`config.mk`:
```
export PLATFORM = sky130hd
export DESIGN_NAME = uart_rx
export DESIGN_NICKNAME = d
export VERILOG_FILES = /design/src/rtl/uart_pkg.sv /design/src/rtl/sync_2ff.sv /design/src/rtl/uart_rx.sv
export SDC_FILE = /design/constraint.sdc
export NUM_CORES = 1
export LEC_CHECK = 0
export BUFFER_PORTS_ARGS = -buffer_cell sky130_fd_sc_hd__buf_2
export CORE_MARGIN = 4
export CORE_UTILIZATION = 61
export DETAILED_ROUTE_END_ITERATION = 8
export PLACE_DENSITY = 0.8
export SYNTH_ARGS = -nofsm -noshare
export SYNTH_HDL_FRONTEND = slang
export SYNTH_HIERARCHICAL = 1
export SYNTH_SLANG_ARGS = --single-unit
```
`constraint.sdc`:
```
create_clock -name clk -period 4.07 [get_ports clk]
set_input_delay 0.814 -clock clk [delete_from_list [all_inputs] [get_ports clk]]
set_output_delay 0.814 -clock clk [all_outputs]
set_load 0.02 [all_outputs]
```
`src/rtl/uart_pkg.sv`:
```
// Shared UART definitions: frame defaults and receiver states.
// Used by both the receiver and the transmitter side.
package uart_pkg;

  localparam int UART_OVERSAMPLE = 16;
  localparam int UART_DATA_BITS  = 8;

  typedef enum logic [2:0] {
    IDLE,
    START,
    DATA,
    STOP,
    BREAK_WAIT
  } rx_state_t;

endpackage

```
`src/rtl/sync_2ff.sv`:
```
// Two-flop synchronizer for asynchronous single-bit inputs.
// RESET_VAL sets the value both flops take in reset.
module sync_2ff #(
  parameter logic RESET_VAL = 1'b1
) (
  input  logic clk,
  input  logic rst,
  input  logic d,
  output logic q
);

  logic meta;

  always_ff @(posedge clk or posedge rst) begin
    if (rst) begin
      meta <= RESET_VAL;
      q    <= RESET_VAL;
    end else begin
      meta <= d;
      q    <= meta;
    end
  end

endmodule

```
`src/rtl/uart_rx.sv`:
```
// 8N1 UART receiver on a 16x oversample strobe.
// Emits bytes on valid/ready; flags framing errors and overruns.
module uart_rx
  import uart_pkg::*;
#(
  parameter int OVERSAMPLE = UART_OVERSAMPLE,
  parameter int DATA_BITS  = UART_DATA_BITS
) (
  input  logic                 clk,
  input  logic                 rst,
  input  logic                 rxclk_en,
  input  logic                 rx,
  output logic [DATA_BITS-1:0] data,
  output logic                 valid,
  input  logic                 ready,
  output logic                 frame_err,
  output logic                 overrun
);

  localparam int TW = $clog2(OVERSAMPLE);
  localparam int BW = $clog2(DATA_BITS + 1);

  localparam logic [TW-1:0] T_MID  = TW'(OVERSAMPLE / 2 - 1);
  localparam logic [TW-1:0] T_END  = TW'(OVERSAMPLE - 1);
  localparam logic [BW-1:0] B_LAST = BW'(DATA_BITS - 1);

  logic rx_s;

  sync_2ff #(.RESET_VAL(1'b1)) u_sync (
    .clk (clk),
    .rst (rst),
    .d   (rx),
    .q   (rx_s)
  );

  rx_state_t            state, state_n;
  logic [TW-1:0]        tick, tick_n;
  logic [BW-1:0]        bitn, bitn_n;
  logic [DATA_BITS-1:0] shreg, shreg_n;
  logic [DATA_BITS-1:0] data_n;
  logic                 valid_n;
  logic                 ferr_n;
  logic                 ovr_n;
  logic                 deliver;

  always_comb begin
    state_n = state;
    tick_n  = tick;
    bitn_n  = bitn;
    shreg_n = shreg;
    data_n  = data;
    valid_n = valid;
    ferr_n  = 1'b0;
    ovr_n   = 1'b0;
    deliver = 1'b0;

    if (valid && ready) valid_n = 1'b0;

    if (rxclk_en) begin
      unique case (state)
        IDLE: begin
          if (!rx_s) begin
            state_n = START;
            tick_n  = '0;
          end
        end
        START: begin
          if (tick == T_MID) begin
            tick_n  = '0;
            bitn_n  = '0;
            state_n = rx_s ? IDLE : DATA;
          end else begin
            tick_n = tick + 1'b1;
          end
        end
        DATA: begin
          if (tick == T_END) begin
            tick_n  = '0;
            shreg_n = {rx_s, shreg[DATA_BITS-1:1]};
            bitn_n  = bitn + 1'b1;
            if (bitn == B_LAST) state_n = STOP;
          end else begin
            tick_n = tick + 1'b1;
          end
        end
        STOP: begin
          if (tick == T_END) begin
            tick_n = '0;
            if (rx_s) begin
              deliver = 1'b1;
              state_n = IDLE;
            end else begin
              ferr_n  = 1'b1;
              state_n = BREAK_WAIT;
            end
          end else begin
            tick_n = tick + 1'b1;
          end
        end
        BREAK_WAIT: begin
          // hold off restarts until the line idles high again
          if (rx_s) state_n = IDLE;
        end
        default: state_n = IDLE;
      endcase
    end

    if (deliver) begin
      if (!valid || ready) begin
        data_n  = shreg;
        valid_n = 1'b1;
      end else begin
        ovr_n = 1'b1;
      end
    end
  end

  always_ff @(posedge clk or posedge rst) begin
    if (rst) begin
      state     <= IDLE;
      tick      <= '0;
      bitn      <= '0;
      shreg     <= '0;
      data      <= '0;
      valid     <= 1'b0;
      frame_err <= 1'b0;
      overrun   <= 1'b0;
    end else begin
      state     <= state_n;
      tick      <= tick_n;
      bitn      <= bitn_n;
      shreg     <= shreg_n;
      data      <= data_n;
      valid     <= valid_n;
      frame_err <= ferr_n;
      overrun   <= ovr_n;
    end
  end

endmodule
```
; ---- After elaboration in Yosys (flattened, before gate mapping)
; Cells that the tools add are included.
[word_totals]
input_bits = 5
regBits = 32
out_inout_bits = 11
[op_classes]
mux = 29
reduce_logical = 12
n_addsub = 2
eq_ne = 13
[ops]
columns = cell, count
row1 = $mux W3, 7
row2 = $mux W4, 5
row3 = $pmux W3 S5, 1
row4 = $mux W1, 13
row5 = $pmux W4 S3, 1
row6 = $ne A2 B2 Y1 const B, 5
row7 = $add A4 B1 Y4 const B, 2
row8 = $eq A4 B3 Y1 const B, 2
row9 = $pmux W4 S2, 1
row10 = $reduce_and A7 Y1, 1
row11 = $eq A3 B2 Y1 const B, 2
row12 = $reduce_and A3 Y1, 2
row13 = $eq A4 B4 Y1 const B, 1
row14 = $reduce_and A4 Y1, 1
row15 = $eq A3 B1 Y1 const B, 1
row16 = $eq A3 B3 Y1 const B, 1
row17 = $logic_not A3 Y1, 1
row18 = $reduce_bool A3 Y1, 1
row19 = $mux W2, 1
row20 = $ne A2 B1 Y1 const B, 1
row21 = $reduce_and A2 Y1, 1
row22 = $reduce_bool A2 Y1, 1
row23 = $reduce_or A2 Y1, 1
row24 = $logic_and A1 B1 Y1, 1
row25 = other kinds (2), 2

; ---- Depth between registers and ports, before layout
[logic_depth]
ltp_word = 5
depth_mapped = 6

; ---- Cells and area by module
; Netlist, hierarchy kept.
[by_module_without_submodules]
columns = mod, n_inst, seq_area_each_um2, area_each_um2, cells_each
row1 = uart_rx, 1, 750.7, 1415.1, 119
row2 = sync_2ff, 1, 52.6, 56.3, 3

; ---- Worst setup path before layout
; OpenSTA, ideal clock, no wires.
[synth_timing]
path_type = input port to flip-flop
startpoint = input port rxclk_en
endpoint = register data[0]
path_buffers = 1
required_ns = 3.945
t_arrival_ns = 1.978
path_slack_ns = 1.967
path_stages = 5
cell_sequence = nand4_2 > or4_4 > nor2b_4 > buf_12 > mux2_4
[synth_via]
elab_chain_len = 2
[synth_lines]
columns = item, line
row1 = from (decl), uart_rx.sv:11  ; input logic rxclk_en,
row2 = $mux W1, uart_rx.sv:59  ; if (rxclk_en) begin
row3 = $reduce_and A2 Y1 (no line), -
row4 = to (signal assigned), uart_rx.sv:133  ; data <= data_n;
row5 = to (decl), uart_rx.sv:13  ; output logic [DATA_BITS-1:0] data,
; No other way between the ends.
; A chain may end at the register's enable or synchronous reset.

; ---- Final worst setup path
[layout_timing]
startpoint = register tick[0]
endpoint = register shreg[3]
[layout_via]
elab_chain_len = 2
[layout_lines]
columns = item, line
row1 = from (decl), uart_rx.sv:37  ; logic [TW-1:0] tick, tick_n;
row2 = from (signal assigned), uart_rx.sv:130  ; tick <= tick_n;
row3 = $eq A4 B4 Y1, uart_rx.sv:77  ; if (tick == T_END) begin
row4 = $reduce_and A3 Y1 (no line), -
row5 = to (signal assigned), uart_rx.sv:132  ; shreg <= shreg_n;
row6 = to (decl), uart_rx.sv:39  ; logic [DATA_BITS-1:0] shreg, shreg_n;
; No other way between the ends.

==> flow_metrics.py <==
metrics = {
    "outcome": {
        "outcome": "complete, no violations",
    },
    "clock_tree": {
        "clkTransAtPathRegs_ps": 100,
        "clock_path_buffers": 2,
        "post_cts_buffers": 0,
        "htreeDepth": 2,
        "root_buffer": "clkbuf_4",
        "clock_latency_ps": 330,
        "cts-resized-gates": 0,
        "cts_num_sinks": 32,
        "numCtsBuffers": 5,
        "cts_tree": "done",
        "hold_buffers": 0,
    },
    "power": {
        "p_leak_nw": 0.826,
        "vdd_drop_max_v": 0.000348,
        "p_total_mw": 0.777,
        "powerDensity_nw_per_um2": 479,
    },
    "global_route": {
        "grt_pass1_wl_mm": 4.29,
        "antenna_found_initial": 0,
        "grt_max_degree": 31,
        "grt_pass1_vias": 948,
        "grt.total_usage_pct": 16.9,
        "overflow": 0,
    },
    "sta": {
        "relSlewSlack_pct": 25.1,
        "slew_violations": 0,
        "skew_ps": 11.5,
        "fmax_mhz": 463,
        "tightest_slew_ps": 1120,
        "setup_viol_count_final": 0,
        "fin_crit_sh_pct": 53.1,
        "rsz0062_at_grt": "false",
        "setup_tns_ps": 0,
        "finalWorstPathRequiredPeriod_ps": 2160,
        "hold_viol": 0,
    },
    "critical_path": {
        "cp.required_ps": 4290,
        "worstPathMaxFanout": 11,
        "path_cells": "ha_1, nand4_2, nor4_2, mux2_2",
        "critPathKind": "reg2reg",
        "arrival_ps": 2380,
        "cp-start-kind": "flop",
        "slowest_stage": "nor4_2",
        "max_stage_delay_ps": 840,
        "setup.worst_path.end_class": "flop",
    },
    "finish": {
        "drive_above_1_share_pct": 32.1,
        "antenna_cells": 0,
        "area_growth_pct": 10.3,
        "final_nets": 146,
    },
    "die": {
        "die_x_um": 57.1,
        "initial_utilization_pct": 65.3,
        "die-area_um2": 3260,
        "die_h_um": 57.1,
        "core-area_um2": 2250,
        "num_rows": 17,
        "ios": 16,
    },
    "place": {
        "io_buffers": 15,
        "place_congestion": 0.859,
        "hpwl_mm": 1.71,
    },
    "detailed_routing": {
        "drt_first_pass_iters": 4,
        "drt-vias-per-instance": 5.70,
        "post_drt_wl_per_cell_um": 14.6,
        "drc": 0,
        "drt_iter0_drc": 11,
        "vias": 957,
        "wirelength_mm": 2.46,
        "ant_nets": 0,
    },
    "logic_synthesis": {
        "ys_async_sr_fraction_pct": 100,
        "synth-seq-area-share_pct": 54.6,
        "syn_nets": 129,
        "syn_avg_cell_area_um2": 12.1,
        "synth_ff_type": "dfrtp_1",
        "ys_warn_count": 6,
        "synth_cell_types": 34,
        "synth_cells": 122,
        "synth-seq-cells": 32,
        "netlist_area_um2": 1470,
        "synth_edf_count": 0,
    },
    "job": {
        "maxCapViolations": 0,
    },
    "worst_hold_path": {
        "hold_path.class": "reg2reg",
    },
}
cells in the final DEF, fill, tap and decap left out, types with 2 or more instances in the layout:
cell type | synthesis | final
dfrtp_1 | 30 | 30
buf_2 | 2 | 15
nand2_1 | 10 | 10
mux2_2 | 8 | 8
mux2_4 | 8 | 8
a21oi_1 | 8 | 8
inv_1 | 6 | 6
nor2_1 | 6 | 6
o21ai_0 | 5 | 5
clkbuf_4 | 0 | 5
nand3_1 | 3 | 3
nand2b_1 | 3 | 3
nor3b_1 | 3 | 3
nor4_1 | 3 | 2
a21o_1 | 2 | 2
nor2b_1 | 2 | 2
a31oi_1 | 2 | 2
a211oi_1 | 2 | 2
ha_1 | 2 | 2
dfstp_2 | 2 | 2
cell type report:
| class | instances | area (um^2) |
|---|---|---|
| flip-flops and latches | 32 | 803 |
| clock buffers | 5 | 37.5 |
| repair buffers | 15 | 75.1 |
| clock inverters | 3 | 42.5 |
| inverters | 6 | 22.5 |
| well taps | 28 | 35.0 |
| fillers | 162 | 632 |
| multi-input cells | 79 | 607 |
state kept, by name (all words and copies together), names as in the netlist:
signal	cells
data	8
state	3
shreg	8
u_sync/meta	1
u_sync/q	1
bitn	4
overrun	1
frame_err	1
tick	4
valid	1
power by group:
group / leakage (nW) / switching [mW] / internal (mW)
sequential: 0.417 / 0.0466 / 0.360
clock: 0.0412 / 0.108 / 0.128
combinational: 0.368 / 0.0696 / 0.0648
stage by stage:
| step | instances | hold slack (ps) | instance area (um^2) | utilization [%] | setup WS [ps] |
|---|---|---|---|---|---|
| after global routing | 168 | 367 | 1620 | 72.0 | 1760 |
| after global placement | 160 | 348 | 1540 | 68.4 | 1690 |
| final | 168 | 362 | 1620 | 72.0 | 1910 |
| after floorplan | 122 | 345 | 1470 | - | 1970 |
| after detailed placement | 160 | 351 | 1540 | 68.4 | 1610 |
| after CTS | 168 | 365 | 1620 | 72.0 | 1930 |
cells by family after synthesis:
group / Yosys count / synth area share, %
AND/OR/NAND/NOR: 36 / 14.0
flip-flops: 32 / 54.6
AO/OA/AOI/OAI: 23 / 9.52
multiplexers: 17 / 15.0
buffers and inverters: 11 / 4.59
adder cells (fa/ha/maj): 2 / 1.70
XOR/XNOR: 1 / 0.595
worst max-delay path, delay by kind of cell, from the launching register on:
kind	cells	cell delay (ps)
AND/OR/NAND/NOR	2	990
multiplexers	1	420
flip-flops	1	400
adder cells (fa/ha/maj)	1	250
synthesized netlist by cell type (all sizes together), types with 4 or more instances:
master  instances  area share, %
mux2           16             14
buf             4            2.8
dfrtp          30             51
o21ai           5            1.7
nor2            6            1.5
nand2          10            2.6
a21oi           8            2.7
inv             6            1.5
final timing paths:
kind | startpoint | to | slack [ps] | depth (start not counted)
max in group asynchronous | rst | tick[3] | 2620 | 2
worst max register to register | tick[0] | shreg[3] | 1910 | 4
worst min-delay path | u_sync/meta | u_sync/q | 360 | 0
worst min register to register | u_sync/meta | u_sync/q | 360 | 0
worst max-delay path | tick[0] | shreg[3] | 1910 | 4
min in group asynchronous | rst | u_sync/q | 510 | 2
per-layer routing:
metal  wire length (um)  global-route usage, %  vias to the layer above  share of wire, %
met5                  0                      0                        -                 0
met4                 34                   7.28                        0               1.4
met3                117                   4.75                        5               4.8
met2               1150                   25.3                       27                47
met1               1160                   23.0                      458                47
li1                   -                      -                      467                 -
No activity file was read; power rests on OpenSTA's default activity.
